**src/rtl/core_pkg.sv**
```systemverilog
// Shared core definitions: architectural width, the canonical NOP and the
// fetch packet carried from the fetch stage to decode.
package core_pkg;

  localparam int XLEN = 32;

  // addi x0, x0, 0
  localparam logic [XLEN-1:0] NOP_INSTR = 32'h0000_0013;

  typedef struct packed {
    logic [XLEN-1:0] pc;
    logic [XLEN-1:0] instr;
  } fetch_pkt_t;

  // RV32I instruction addresses must be word aligned.
  function automatic logic pc_misaligned(input logic [XLEN-1:0] pc);
    return (pc[1:0] != 2'b00);
  endfunction

endpackage

```
**src/rtl/fetch_queue_if.sv**
```systemverilog
// Fetch-to-decode handshake bundle.
// The slave modport is the queue's view; the master modport is the
// fetch/decode environment driving it.
interface fetch_queue_if #(
  parameter int DEPTH = 2
);
  localparam int CW = $clog2(DEPTH) + 1;

  logic          flush_i;
  logic          f_valid_i;
  logic          f_ready_o;
  logic [31:0]   f_pc_i;
  logic [31:0]   f_instr_i;
  logic          d_valid_o;
  logic          d_ready_i;
  logic [31:0]   d_pc_o;
  logic [31:0]   d_instr_o;
  logic          d_misalign_o;
  logic [CW-1:0] count_o;

  modport slave (
    input  flush_i, f_valid_i, f_pc_i, f_instr_i, d_ready_i,
    output f_ready_o, d_valid_o, d_pc_o, d_instr_o, d_misalign_o, count_o
  );

  modport master (
    output flush_i, f_valid_i, f_pc_i, f_instr_i, d_ready_i,
    input  f_ready_o, d_valid_o, d_pc_o, d_instr_o, d_misalign_o, count_o
  );
endinterface

```
**src/rtl/fetch_queue.sv**
```systemverilog
// Fetch queue: small FIFO of {pc, instr} pairs between IMEM fetch and decode.
// Registered-only ready on the fetch side, combinational head read on the
// decode side, NOP presented whenever the queue is empty, single-cycle flush.
module fetch_queue #(
  parameter int          DEPTH     = 2,
  parameter logic [31:0] NOP_INSTR = core_pkg::NOP_INSTR
) (
  input  logic          clk_i,
  input  logic          rst_i,
  fetch_queue_if.slave  bus
);
  import core_pkg::*;

  localparam int PW = $clog2(DEPTH);
  localparam int CW = $clog2(DEPTH) + 1;
  localparam logic [CW-1:0] FULL_CNT = CW'(DEPTH);

  fetch_pkt_t    r_mem [DEPTH];
  logic [PW-1:0] r_wr_ptr;
  logic [PW-1:0] r_rd_ptr;
  logic [CW-1:0] r_count;

  logic          w_f_ready;
  logic          w_d_valid;
  logic          w_push;
  logic          w_pop;
  logic          w_wr_en [DEPTH];
  fetch_pkt_t    w_wr_pkt;
  fetch_pkt_t    w_head;

  // Handshake qualifiers; ready depends only on registered occupancy so a
  // same-cycle pop never opens a slot for a push when full.
  assign w_f_ready = (r_count < FULL_CNT);
  assign w_d_valid = (r_count != '0);
  assign w_push    = bus.f_valid_i && w_f_ready;
  assign w_pop     = bus.d_ready_i && w_d_valid;
  assign w_wr_pkt  = '{pc: bus.f_pc_i, instr: bus.f_instr_i};

  // Per-entry write enables; a flush discards the push of that cycle.
  generate
    for (genvar gi = 0; gi < DEPTH; gi++) begin : g_wr_en
      assign w_wr_en[gi] = w_push && !bus.flush_i && (r_wr_ptr == PW'(gi));
    end
  endgenerate

  // Storage: cleared on reset so decode outputs are never X.
  always_ff @(posedge clk_i or posedge rst_i) begin
    if (rst_i) begin
      for (int i = 0; i < DEPTH; i++) begin
        r_mem[i] <= '0;
      end
    end else begin
      for (int i = 0; i < DEPTH; i++) begin
        if (w_wr_en[i]) begin
          r_mem[i] <= w_wr_pkt;
        end
      end
    end
  end

  // Pointers and occupancy; flush wins over any push/pop in the same cycle.
  always_ff @(posedge clk_i or posedge rst_i) begin
    if (rst_i) begin
      r_wr_ptr <= '0;
      r_rd_ptr <= '0;
      r_count  <= '0;
    end else if (bus.flush_i) begin
      r_wr_ptr <= '0;
      r_rd_ptr <= '0;
      r_count  <= '0;
    end else begin
      if (w_push) begin
        r_wr_ptr <= r_wr_ptr + PW'(1);
      end
      if (w_pop) begin
        r_rd_ptr <= r_rd_ptr + PW'(1);
      end
      case ({w_push, w_pop})
        2'b10:   r_count <= r_count + CW'(1);
        2'b01:   r_count <= r_count - CW'(1);
        default: r_count <= r_count;
      endcase
    end
  end

  // Decode-side view: head entry gated by valid, NOP/zero when empty.
  assign w_head           = r_mem[r_rd_ptr];
  assign bus.f_ready_o    = w_f_ready;
  assign bus.d_valid_o    = w_d_valid;
  assign bus.d_pc_o       = w_d_valid ? w_head.pc    : 32'h0;
  assign bus.d_instr_o    = w_d_valid ? w_head.instr : NOP_INSTR;
  assign bus.d_misalign_o = w_d_valid && pc_misaligned(w_head.pc);
  assign bus.count_o      = r_count;

endmodule

```
**src/flat_wrapper.sv**
```systemverilog
// flat-port wrapper written by rule: the top's interface ports become plain ports
module fetch_queue_flat import core_pkg::*;
#(
  parameter int          DEPTH     = 2,
  parameter logic [31:0] NOP_INSTR = core_pkg::NOP_INSTR
)
  (clk_i, rst_i, bus_flush_i, bus_f_valid_i, bus_f_pc_i, bus_f_instr_i, bus_d_ready_i, bus_f_ready_o, bus_d_valid_o, bus_d_pc_o, bus_d_instr_o, bus_d_misalign_o, bus_count_o);
  fetch_queue_if #(.DEPTH(DEPTH)) bus_i ();
  input  logic clk_i;
  input  logic rst_i;
  input wire logic [$bits(bus_i.flush_i)-1:0] bus_flush_i;
  input wire logic [$bits(bus_i.f_valid_i)-1:0] bus_f_valid_i;
  input wire logic [$bits(bus_i.f_pc_i)-1:0] bus_f_pc_i;
  input wire logic [$bits(bus_i.f_instr_i)-1:0] bus_f_instr_i;
  input wire logic [$bits(bus_i.d_ready_i)-1:0] bus_d_ready_i;
  output wire logic [$bits(bus_i.f_ready_o)-1:0] bus_f_ready_o;
  output wire logic [$bits(bus_i.d_valid_o)-1:0] bus_d_valid_o;
  output wire logic [$bits(bus_i.d_pc_o)-1:0] bus_d_pc_o;
  output wire logic [$bits(bus_i.d_instr_o)-1:0] bus_d_instr_o;
  output wire logic [$bits(bus_i.d_misalign_o)-1:0] bus_d_misalign_o;
  output wire logic [$bits(bus_i.count_o)-1:0] bus_count_o;
  assign bus_i.flush_i = bus_flush_i;
  assign bus_i.f_valid_i = bus_f_valid_i;
  assign bus_i.f_pc_i = bus_f_pc_i;
  assign bus_i.f_instr_i = bus_f_instr_i;
  assign bus_i.d_ready_i = bus_d_ready_i;
  assign bus_f_ready_o = bus_i.f_ready_o;
  assign bus_d_valid_o = bus_i.d_valid_o;
  assign bus_d_pc_o = bus_i.d_pc_o;
  assign bus_d_instr_o = bus_i.d_instr_o;
  assign bus_d_misalign_o = bus_i.d_misalign_o;
  assign bus_count_o = bus_i.count_o;
  fetch_queue #(.DEPTH(DEPTH), .NOP_INSTR(NOP_INSTR)) u_core (.clk_i(clk_i), .rst_i(rst_i), .bus(bus_i));
endmodule
```
**config.mk**
```make
export PLATFORM = sky130hd
export DESIGN_NAME = fetch_queue_flat
export DESIGN_NICKNAME = d
export VERILOG_FILES = /design/src/rtl/core_pkg.sv /design/src/rtl/fetch_queue_if.sv /design/src/rtl/fetch_queue.sv /design/src/flat_wrapper.sv
export SDC_FILE = /design/constraint.sdc
export NUM_CORES = 1
export LEC_CHECK = 0
export CAP_MARGIN = 20
export CORE_UTILIZATION = 50
export CTS_BUF_LIST = sky130_fd_sc_hd__clkbuf_4 sky130_fd_sc_hd__clkbuf_8
export DETAILED_ROUTE_END_ITERATION = 10
export HOLD_SLACK_MARGIN = 0.08
export PLACE_DENSITY_LB_ADDON = 0.25
export SYNTH_ARGS = -nofsm -noshare
export SYNTH_HDL_FRONTEND = slang
export SYNTH_SLANG_ARGS = --single-unit
export TNS_END_PERCENT = 5
```
**constraint.sdc**
```tcl
create_clock -name clk_i -period 13.45 [get_ports clk_i]
set_input_delay 4.035 -clock clk_i [delete_from_list [all_inputs] [get_ports clk_i]]
set_output_delay 4.035 -clock clk_i [all_outputs]
set_load 0.005 [all_outputs]
```
[Word-level counts from Yosys, hierarchy flattened]
Cells that the tools add are included.
Storage, ports and cells
  register bits: 132
  bits of input ports: 69
  output and inout bits: 69
  word-level logic and storage cells: 40
Cells by class
  add/subtract/negate cells: 4
  order comparisons: 2
  equal/unequal tests: 2
  multiplexer cells: 11
  bitwise operators: 2
  reduce and logical (&&, ||, !) cells: 12
Operator list (count)
  64-bit 2-to-1 mux: 3
  32-bit 2-to-1 mux: 2
  2-bit nonzero test: 4
  1-bit logical AND: 6
  1-bit 2-to-1 mux: 4
  2-bit case mux with 2 select lines: 1
  3-bit nonzero test: 1
  1-bit adder, second input constant: 2
  2-bit by 1-bit adder with 2-bit output, second input constant: 1
  2-bit by 1-bit equality test with 1-bit output, second input constant: 1
  2-bit equality test, second input constant: 1
  2-bit greater-or-equal comparator, second input constant: 1
  2-bit < comparator, second input constant: 1
  2-bit 2-to-1 mux: 1
  1-bit inverter with 2-bit output: 1
  2-bit by 1-bit subtractor with 2-bit output, second input constant: 1
  1-bit logical NOT: 1
  1-bit inverter: 1

[Depth between registers and ports, before layout]
Gate-level depths: netlist (run 1).
  word-level depth: 6
  mapped depth: 6

[Worst setup path before layout (run 1)]
OpenSTA, ideal clock, no wires.
  path type: input port to flip-flop
  start point: in bus_f_valid_i
  end point: reg u_core.r_mem[104] (netlist bit)
  setup time: 0.125 ns
  data arrival time: 5.116 ns
  path slack: 8.209 ns
  stages on the path: 5
  buffers on the path: 2
  path through: nand2b_1 buf_2 nor3_4 buf_6 mux2_2
On the way
  word-level cells in the longest chain between the ends: 3
RTL lines
  start, declared: line flat_wrapper.sv:12  | input wire logic [$bits(bus_i.f_valid_i)-1:0] bus_f_valid_i;
  1-bit logical AND: line fetch_queue.sv:35  | assign w_push = bus.f_valid_i && w_f_ready;
  1-bit logical AND (2 in a row): line fetch_queue.sv:42  | assign w_wr_en[gi] = w_push && !bus.flush_i && (r_wr_ptr == PW'(gi));
  end signal, assigned by index: line fetch_queue.sv:55  | r_mem[i] <= w_wr_pkt;
  end, declared: line fetch_queue.sv:18  | fetch_pkt_t r_mem [DEPTH];
Every way passes these cells.
A chain may end at the register's enable or synchronous reset.

[Worst setup path after layout (run 1)]
  start point: reg u_core.r_rd_ptr
  end point: out bus_d_misalign_o
On the way
  word-level cells in the longest chain between the ends: 6
RTL lines
  start, declared: line fetch_queue.sv:20  | logic [PW-1:0] r_rd_ptr;
  start signal, assigned: line fetch_queue.sv:76  | r_rd_ptr <= r_rd_ptr + PW'(1);
  1-bit inverter with 2-bit output (implied by the code): line fetch_queue.sv:87  | assign w_head = r_mem[r_rd_ptr];
  64-bit 2-to-1 mux (implied by the code) (3 in a row): line fetch_queue.sv:87
  2-bit nonzero test: line core_pkg.sv:17  | return (pc[1:0] != 2'b00);
  1-bit logical AND: line fetch_queue.sv:92  | assign bus.d_misalign_o = w_d_valid && pc_misaligned(w_head.pc);
  end, declared: line flat_wrapper.sv:20  | output wire logic [$bits(bus_i.d_misalign_o)-1:0] bus_d_misalign_o;
Every way passes these cells. The select of a mux whose other input is x is not followed.

==> metrics.cfg, run 1 <==
[detailed_routing]
initialDrtViolationCount=167
routed_wl_um=12390
vias=3866
viasPerCell=5.281
drtAntennaViolNets=0
drt-pass1-iter-count=9
drc_errors=22
wl_per_cell_um=16.92

[yosys]
syn_inst=440
yosysSeqAreaShare=0.5523
syn_area_sq_um=5981
synthDistinctLibCells=21
yosysWarnings=0
ys_ff_latch=132
syn_area_per_cell_sq_um=13.59
synth_fp_nets=509

[power]
ir_drop_mv=0.07287
p_leak_nw=3.171
powerDensity_nw_per_um2=153.8

[clock_network]
cts_tree=built
cts_setup_buffers=0
clk_latency_ps=430
htree_levels=4
cts_hold_buf=0
numCtsBuffers=17
clkTransAtPathRegs_ps=80
cts-root-buf=clkbuf_8
cts-resized-gates=0
clock-sinks=132
cts_buffer_depth=2

[timing]
setup-violations-final=0
tightest_slew_ps=641.8
relSlewSlack=0.5711
period_needed_ps=6842
rsz0062_at_grt=no
max_clock_freq_mhz=146.2
hold_viol=0
fin_tns_setup_ps=0
fin_skew_ps=7.647
slew_viol_final=0
period_share=0.5087

[setup_path]
crit_type=reg -> out
required_ps=9410
cp_max_fo=37
r2r_end=u_core.r_mem[48]$_DFFE_PP0P_
arrival_ps=2810
crit_path_start_kind=flop
rr_worst_depth=4
rrSetupSlack_ps=11350
worstSetupEndpointType=primary output
r2r_start=u_core.bus.count_o[1]$_DFFE_PP0P_

[flow_run]
cap_violations=0

[floorplanning]
die_height_um=111.4
die_area_sq_um=12400
std_cell_rows=39
start_util=0.5193
io-pin-count=138
core_area_sq_um=11520
die_x_um=111.4

[status]
violations=DRC
status=finished with violations

[placement]
gp_congestion=0.7206
dpl.hpwl_um=7996
port_buffers=137
placedCellCount=699

[global_route]
grt_pass1_wl_um=20820
grt_max_degree=85
grt_pass1_vias=4231
track_usage=0.2159
grt_antenna_before_repair=0
grt-ovfl-total=0

[worst_hold_path]
hp-start=u_core.r_mem[113]$_DFFE_PP0P_
min_path_type=reg -> reg
min_delay_path_depth=1
hold_end=u_core.r_mem[113]$_DFFE_PP0P_

[cells_and_area]
layout_commonest_cell=clkdlybuf4s50_1
drive_gt1_frac=0.2564
area_growth_syn_to_layout_pct=31.09
multiInputGateArea_sq_um=2470
fin_cells=732
ff_latch_area_sq_um=3307
fin_nets=645
most-common-layout-cells=clkdlybuf4s50_1, dfrtp_1, mux2_2
antenna_cells=0
nFillCells=900

## metal layers
| layer | share of wire | up-vias | global-route usage | wire length, um |
|---|---|---|---|---|
| met4 | 0.015 | 0 | 0.08288 | 187 |
| met5 | 0 | - | 0 | 0 |
| li1 | - | 1804 | - | - |
| met1 | 0.44 | 1940 | 0.2681 | 5433 |
| met2 | 0.48 | 107 | 0.3563 | 6003 |
| met3 | 0.062 | 15 | 0.06532 | 765 |
## worst max-delay path, stage by stage (launching register included)
cell             delay (ps)
dfrtp_4                 810
buf_4                   650
nor3_1                  130
a211oi_1                230
clkdlybuf4s50_1         540
## cell usage after synthesis (all sizes together)
master  number  area, sq um
mux2       128         1441
buf         21        182.7
a211oi       1        7.510
o21ai        2        10.01
nand2b       2        12.51
a21o         1        7.510
dfrtp      132         3303
nor3         2        21.27
clkbuf       7        26.28
nor2b        2        12.51
mux2i       65        650.6
nand2        4        15.01
nor3b        1        7.510
a21oi        2        10.01
inv          3        11.26
xor2         2        17.52
nor2        65        244.0
## metrics by stage
| stage | hold WS, ps | power, mW | area [sq um] | util | worst slack [ps] |
|---|---|---|---|---|---|
| after floorplan | 457.4 | 0.7464 | 5981 | - | 5889 |
| after CTS | 491.6 | 1.218 | 7812 | 0.6784 | 6569 |
| final | 487.9 | 1.206 | 7840 | 0.6808 | 6608 |
| after global routing | 507.2 | 1.275 | 7840 | 0.6808 | 6438 |
| after global placement | 466.1 | 0.8502 | 7393 | 0.6420 | 7037 |
| after detailed placement | 474.0 | 0.8698 | 7393 | 0.6420 | 7056 |
## report_power, final
| group | switching [mW] | internal (mW) |
|---|---|---|
| Combinational | 0.104 | 0.185 |
| Clock | 0.154 | 0.192 |
| Sequential | 0.0617 | 0.510 |
## state kept, by name (all words and copies together) (netlist names)
register / flops
u_core.r_mem: 128
u_core.r_rd_ptr: 1
u_core.bus.count_o: 2
u_core.r_wr_ptr: 1
## how the worst max path moves through the flow
stage / start / to / cells after the start / slack, ps
2_1_floorplan: rst_i / u_core.bus.count_o[0]$_DFFE_PP0P_ / 1 / 5890
3_3_place_gp: u_core.r_rd_ptr$_DFFE_PP0P_ / bus_d_misalign_o / 4 / 7040
5_1_grt: u_core.r_rd_ptr$_DFFE_PP0P_ / bus_d_misalign_o / 4 / 6440
4_1_cts: u_core.r_rd_ptr$_DFFE_PP0P_ / bus_d_misalign_o / 4 / 6570
3_5_place_dp: u_core.r_rd_ptr$_DFFE_PP0P_ / bus_d_misalign_o / 4 / 7060
6_report: u_core.r_rd_ptr$_DFFE_PP0P_ / bus_d_misalign_o / 4 / 6610
## layout make-up
type                       count  area share
tap                          143     0.02282
timing repair buffer         145      0.1851
sequential                   132      0.4218
clock buffer                  20     0.03351
clock inverter                12     0.01995
multi-input combinational    277      0.3150
inverter                       3    0.001756
## kinds of logic (layout without fill, tap and decap cells)
group | count (synthesis) | count (layout) | share of synthesized area
compound gates | 6 | 6 | 0.005859
buf+inv | 31 | 180 | 0.03682
mux | 193 | 193 | 0.3498
xor+xnor | 2 | 2 | 0.002929
simple gates | 76 | 76 | 0.05230
flops | 132 | 132 | 0.5523
Power figures use the tool's default switching activity.
==> run 2: changes to the inputs <==
Clock period 13.45 ns to 6.4 ns, I/O delays scaled along.
==> run 2 against run 1 <==
Effect of this change:
- the flow still finishes with violations (DRC)
- global-route usage fell by 0.21 points
- critical path depth did not move
- register-to-register slack got worse by 7400 ps
- sequential cell count did not move
- clock-buffer cell count rose by 1
- clock skew barely moved
- clock power rose by 96%
- combinational power rose by 110%
- die area did not move
- critical path type unchanged
- largest power group unchanged
==> metrics.cfg, run 2 (same netlist as run 1, synthesis figures left out) <==
[clock_network]
clkTransAtPathRegs_ps=70  ; about the same
cts_buffer_depth=2  ; unchanged
clk_latency_ps=440  ; about the same
cts-root-buf=clkbuf_8
htree_levels=4  ; unchanged
cts_tree=built
cts_hold_buf=0  ; unchanged
cts_setup_buffers=0  ; unchanged
cts-resized-gates=0  ; unchanged
clock-sinks=132  ; unchanged
numCtsBuffers=17  ; unchanged

[cells_and_area]
antenna_cells=0  ; unchanged
area_growth_syn_to_layout_pct=30.94
largest-register=u_core.r_mem
utilization=0.6800  ; -0.0007610
drive_gt1_frac=0.2576  ; +0.001260
largest_reg_flops=128  ; unchanged
fin_nets=646  ; +0.16%
most-common-layout-cells=clkdlybuf4s50_1, dfrtp_1, mux2_2
finalInstanceArea_sq_um=7831  ; -0.11%
fin_cells=733  ; +0.14%
layout_commonest_cell=clkdlybuf4s50_1

[flow_run]
cap_violations=0  ; unchanged

[placement]
dpl_cell_area_sq_um=7441  ; +0.64%
placedCellCount=701  ; +0.29%
port_buffers=137  ; unchanged
dpl.hpwl_um=8074  ; +0.98%
post-place-ws_ps=2098  ; -4958 ps
gp_congestion=0.6979  ; -3.2%

[global_route]
grt_pass1_wl_um=20730  ; -0.40%
grt-ovfl-total=0  ; unchanged
grt_pass1_vias=4242  ; +0.26%
track_usage=0.2138  ; -0.002092
grt_max_degree=55  ; -35%
grt_antenna_before_repair=0  ; unchanged

[setup_path]
required_ps=4480  ; -4930 ps
cp_max_fo=48  ; +30%
worstSetupEndpointType=primary output
arrival_ps=2730  ; -80 ps
crit_type=reg -> out
rrSetupSlack_ps=3910  ; -7440 ps
crit_path_start_kind=flop

[status]
status=finished with violations
violations=DRC

[detailed_routing]
drt-pass1-iter-count=8  ; -1
routed_wl_um=12120  ; -2.2%
drtAntennaViolNets=0  ; unchanged
viasPerCell=5.248  ; -0.63%
vias=3847  ; -0.49%
drc_errors=22  ; unchanged
initialDrtViolationCount=159  ; -4.8%
wl_per_cell_um=16.54  ; -2.3%

[timing]
fin_skew_ps=7.764  ; +0.1168 ps
rsz0062_at_grt=no
relSlewSlack=0.3557  ; -0.2154
tightest_slew_ps=963.3  ; +321.5 ps
setup_slack_ps=1753  ; -4856 ps
hold_viol=0  ; unchanged
slew_viol_final=0  ; unchanged
period_share=0.7262
max_clock_freq_mhz=215.2
holdWs_ps=485.7  ; -2.215 ps
setup-violations-final=0  ; unchanged
fin_tns_setup_ps=0  ; unchanged
period_needed_ps=4648

[floorplanning]
std_cell_rows=39  ; unchanged
die_x_um=111.4  ; unchanged
die_area_sq_um=12400  ; unchanged
io-pin-count=138  ; unchanged
core_area_sq_um=11520  ; unchanged
die_height_um=111.4  ; unchanged
start_util=0.5193  ; unchanged

[worst_hold_path]
min_path_type=reg -> reg

[power]
powerDensity_nw_per_um2=317.6  ; +110%
fin_total_pwr_mw=2.487  ; +110%
p_leak_nw=3.186  ; +0.48%
ir_drop_mv=0.2179  ; +200%

==> run 2: cell types whose count changed in the layout (fill, tap and decap cells not counted), sizes merged <==
cell      delta
clkinv       +3
clkbuf       +1
buf          +1
bufinv       -1
clkinvlp     -3
==> run 2: cell type report <==
cell class	instances	area (sq um)
repair buffers	146	1471
multi-input cells	277	2470
well taps	143	178.9
fillers	850	3685
flip-flops and latches	132	3307
clock inverters	11	107.6
clock buffers	21	282.8
inverters	3	13.76
==> run 2: path summary, 6_finish.rpt <==
path / cells past startpoint / to / startpoint
max: 4 / bus_d_instr_o[12] / u_core.r_rd_ptr$_DFFE_PP0P_
min: 1 / u_core.r_mem[83]$_DFFE_PP0P_ / u_core.r_mem[83]$_DFFE_PP0P_
max reg2reg: 4 / u_core.r_mem[75]$_DFFE_PP0P_ / u_core.bus.count_o[1]$_DFFE_PP0P_
min reg2reg: 1 / u_core.r_mem[83]$_DFFE_PP0P_ / u_core.r_mem[83]$_DFFE_PP0P_
max in group asynchronous: 3 / u_core.r_mem[103]$_DFFE_PP0P_ / rst_i
min in group asynchronous: 2 / u_core.r_mem[51]$_DFFE_PP0P_ / rst_i
==> run 2: per-layer routing <==
layer  part of all wire  routed length [um]  GRT usage  up-vias
met1               0.43                5265     0.2613     1941
met3              0.068                 821    0.07022       14
met5                  0                   0          0        -
li1                   -                   -          -     1791
met2               0.48                5855     0.3542      101
met4              0.015                 179    0.08018        0
==> run 2: worst max-delay path: stages, from the launching register on <==
cell and delay, ps:
dfrtp_4 1000, buf_4 480, mux2i_1 290, nor2_1 70, clkdlybuf4s50_1 450
==> run 2: power by group <==
group | switching [mW] | total (mW) | internal, mW
combinational | 0.212 | 0.604 | 0.392
sequential | 0.133 | 1.21 | 1.07
clock | 0.303 | 0.679 | 0.375
total | 0.648 | 2.49 | 1.84
==> run 3: changes to the inputs <==
Settings changed: CORE_UTILIZATION 50 to 47.
Clock period 6.4 ns to 4.05 ns, I/O delays scaled along.
==> run 3 against run 2 <==
Effect of this change:
- first-iteration DRC count decreased by 11%
- register-to-register slack got worse by 2000 ps
- die area grew 6.3%
- critical path depth is the same
- highest routed layer unchanged
- sequential share of layout area decreased by 0.12 points
- worst hold slack about the same
- design area rose by 0.29%
- via count is 0.49% higher
- wire length is 1.4% higher
- the flow now finishes without violations
- combinational power grew 59%
- largest cell class unchanged
- largest power group unchanged
==> metrics.cfg, run 3 (same netlist as run 1, synthesis figures left out) <==
[global_route]
grt_pass1_wl_um=20320  ; -2.0%
grt_pass1_vias=4125  ; -2.8%
grt-ovfl-total=0  ; unchanged
grt_max_degree=61  ; +11%
track_usage=0.2032  ; -0.01057
grt_antenna_before_repair=0  ; unchanged

[timing]
holdWs_ps=485.7  ; +0.007000 ps
fin_skew_ps=7.876  ; +0.1121 ps
tightest_slew_ps=689.3  ; -274.0 ps
hold_viol=0  ; unchanged
slew_viol_final=0  ; unchanged
fin_tns_setup_ps=0  ; unchanged
rsz0062_at_grt=no
period_share=0.8690
relSlewSlack=0.5395  ; +0.1838
setup-violations-final=0  ; unchanged
max_clock_freq_mhz=284.1
period_needed_ps=3519

[setup_path]
cp_max_fo=25  ; -48%
required_ps=2830  ; -1650 ps
crit_type=reg -> out
crit_chain=buf_4 -> nor3_1 -> a211oi_1 -> clkdlybuf4s50_1
arrival_ps=2300  ; -430 ps
crit_path_start_kind=flop
slowest_delay_ps=730  ; -270 ps
cp_slowest_cell=dfrtp_4
worstSetupEndpointType=primary output

[power]
ir_drop_mv=0.2442  ; +12%
p_leak_nw=3.183  ; about the same
powerDensity_nw_per_um2=488.8  ; +54%

[floorplanning]
std_cell_rows=40  ; +2.6%
io-pin-count=138  ; unchanged
die_height_um=114.8  ; +3.1%
core_area_sq_um=12210  ; +6.0%
die_x_um=114.8  ; +3.1%
start_util=0.4898  ; -0.02959
die_area_sq_um=13180  ; +6.3%

[cells_and_area]
layout_commonest_cell=clkdlybuf4s50_1
largest-register=u_core.r_mem
most-common-layout-cells=clkdlybuf4s50_1, dfrtp_1, mux2_2
drive_gt1_frac=0.2614  ; +0.003756
fin_nets=649  ; +0.46%
largest_reg_flops=128  ; unchanged
area_growth_syn_to_layout_pct=31.32
nFillCells=1041  ; +22%
antenna_cells=0  ; unchanged

[clock_network]
clkTransAtPathRegs_ps=70  ; about the same
cts-resized-gates=0  ; unchanged
cts_hold_buf=0  ; unchanged
cts_tree=built
htree_levels=4  ; unchanged
cts_setup_buffers=0  ; unchanged
clock-sinks=132  ; unchanged
cts-root-buf=clkbuf_8
clk_latency_ps=440  ; about the same
numCtsBuffers=17  ; unchanged
cts_buffer_depth=2  ; unchanged

[worst_hold_path]
min_path_type=reg -> reg

[placement]
gp_congestion=0.7387  ; +5.8%
port_buffers=137  ; unchanged
dpl.hpwl_um=8143  ; +0.86%

[detailed_routing]
drtAntennaViolNets=0  ; unchanged
wl_per_cell_um=16.15  ; -2.3%
drt-pass1-iter-count=4  ; -4
drc_errors=0  ; -100%
viasPerCell=5.080  ; -3.2%
routed_wl_um=12290  ; +1.4%
vias=3866  ; +0.49%
initialDrtViolationCount=142  ; -11%

[flow_run]
cap_violations=0  ; unchanged

[status]
status=finished, final reports clean

==> run 3: cell count changes in the layout (fill, tap and decap cells not counted) <==
cell and delta:
buf_12 +2, clkinv_2 -3, clkbuf_4 +6, buf_16 -1, inv_4 -1, bufinv_16 -2, buf_4 +2
==> run 3: area by class of cell <==
cell class	count	area (sq um)	area share
multi-input cells	277	2470	0.3145
inverters	3	15.01	0.001912
clock buffers	27	327.8	0.04174
well taps	168	210.2	0.02676
repair buffers	149	1499	0.1909
flip-flops and latches	132	3307	0.4211
clock inverters	5	25.02	0.003186
==> run 3: worst max-delay path: cells and delay by family, from the launching register on <==
kind                   cells  cell delay, ps
AO/OA/AOI/OAI              1             210
buffers and inverters      2             830
flip-flops                 1             730
AND/OR/NAND/NOR            1              80
==> run 3: metal layers <==
layer / GRT usage / share of wire
met1: 0.2436 / 0.44
met2: 0.3325 / 0.48
met3: 0.07169 / 0.065
met4: 0.08918 / 0.020
met5: 0 / 0
==> run 3: worst paths after layout <==
kind / startpoint / depth (start not counted) / to / slack [ps]
worst max-delay path: u_core.r_rd_ptr$_DFFE_PP0P_ / 4 / bus_d_misalign_o / 530
worst min-delay path: u_core.r_mem[81]$_DFFE_PP0P_ / 1 / u_core.r_mem[81]$_DFFE_PP0P_ / 490
worst max register to register: u_core.bus.count_o[1]$_DFFE_PP0P_ / 4 / u_core.r_mem[109]$_DFFE_PP0P_ / 1930
worst min register to register: u_core.r_mem[81]$_DFFE_PP0P_ / 1 / u_core.r_mem[81]$_DFFE_PP0P_ / 490
max in group asynchronous: rst_i / 3 / u_core.r_rd_ptr$_DFFE_PP0P_ / 2070
min in group asynchronous: rst_i / 2 / u_core.r_mem[48]$_DFFE_PP0P_ / 1230
==> run 3: report_power, final <==
group          leakage [nW]  switching (mW)  internal, mW  total, mW
Clock                 0.196           0.466         0.515      0.980
Combinational          1.42           0.341         0.620      0.961
Sequential             1.57           0.202          1.69       1.90
==> run 3: through the flow <==
stage	utilization	instances	worst slack (ps)	cell area (sq um)	power, mW
after floorplan	-	440	1198	5984	2.479
after global placement	0.6142	729	897.2	7501	2.833
after detailed placement	0.6142	729	837.3	7501	2.898
after CTS	0.6431	761	462.7	7854	3.889
after global routing	0.6431	761	405.9	7854	4.063
final	0.6431	761	530.7	7854	3.839
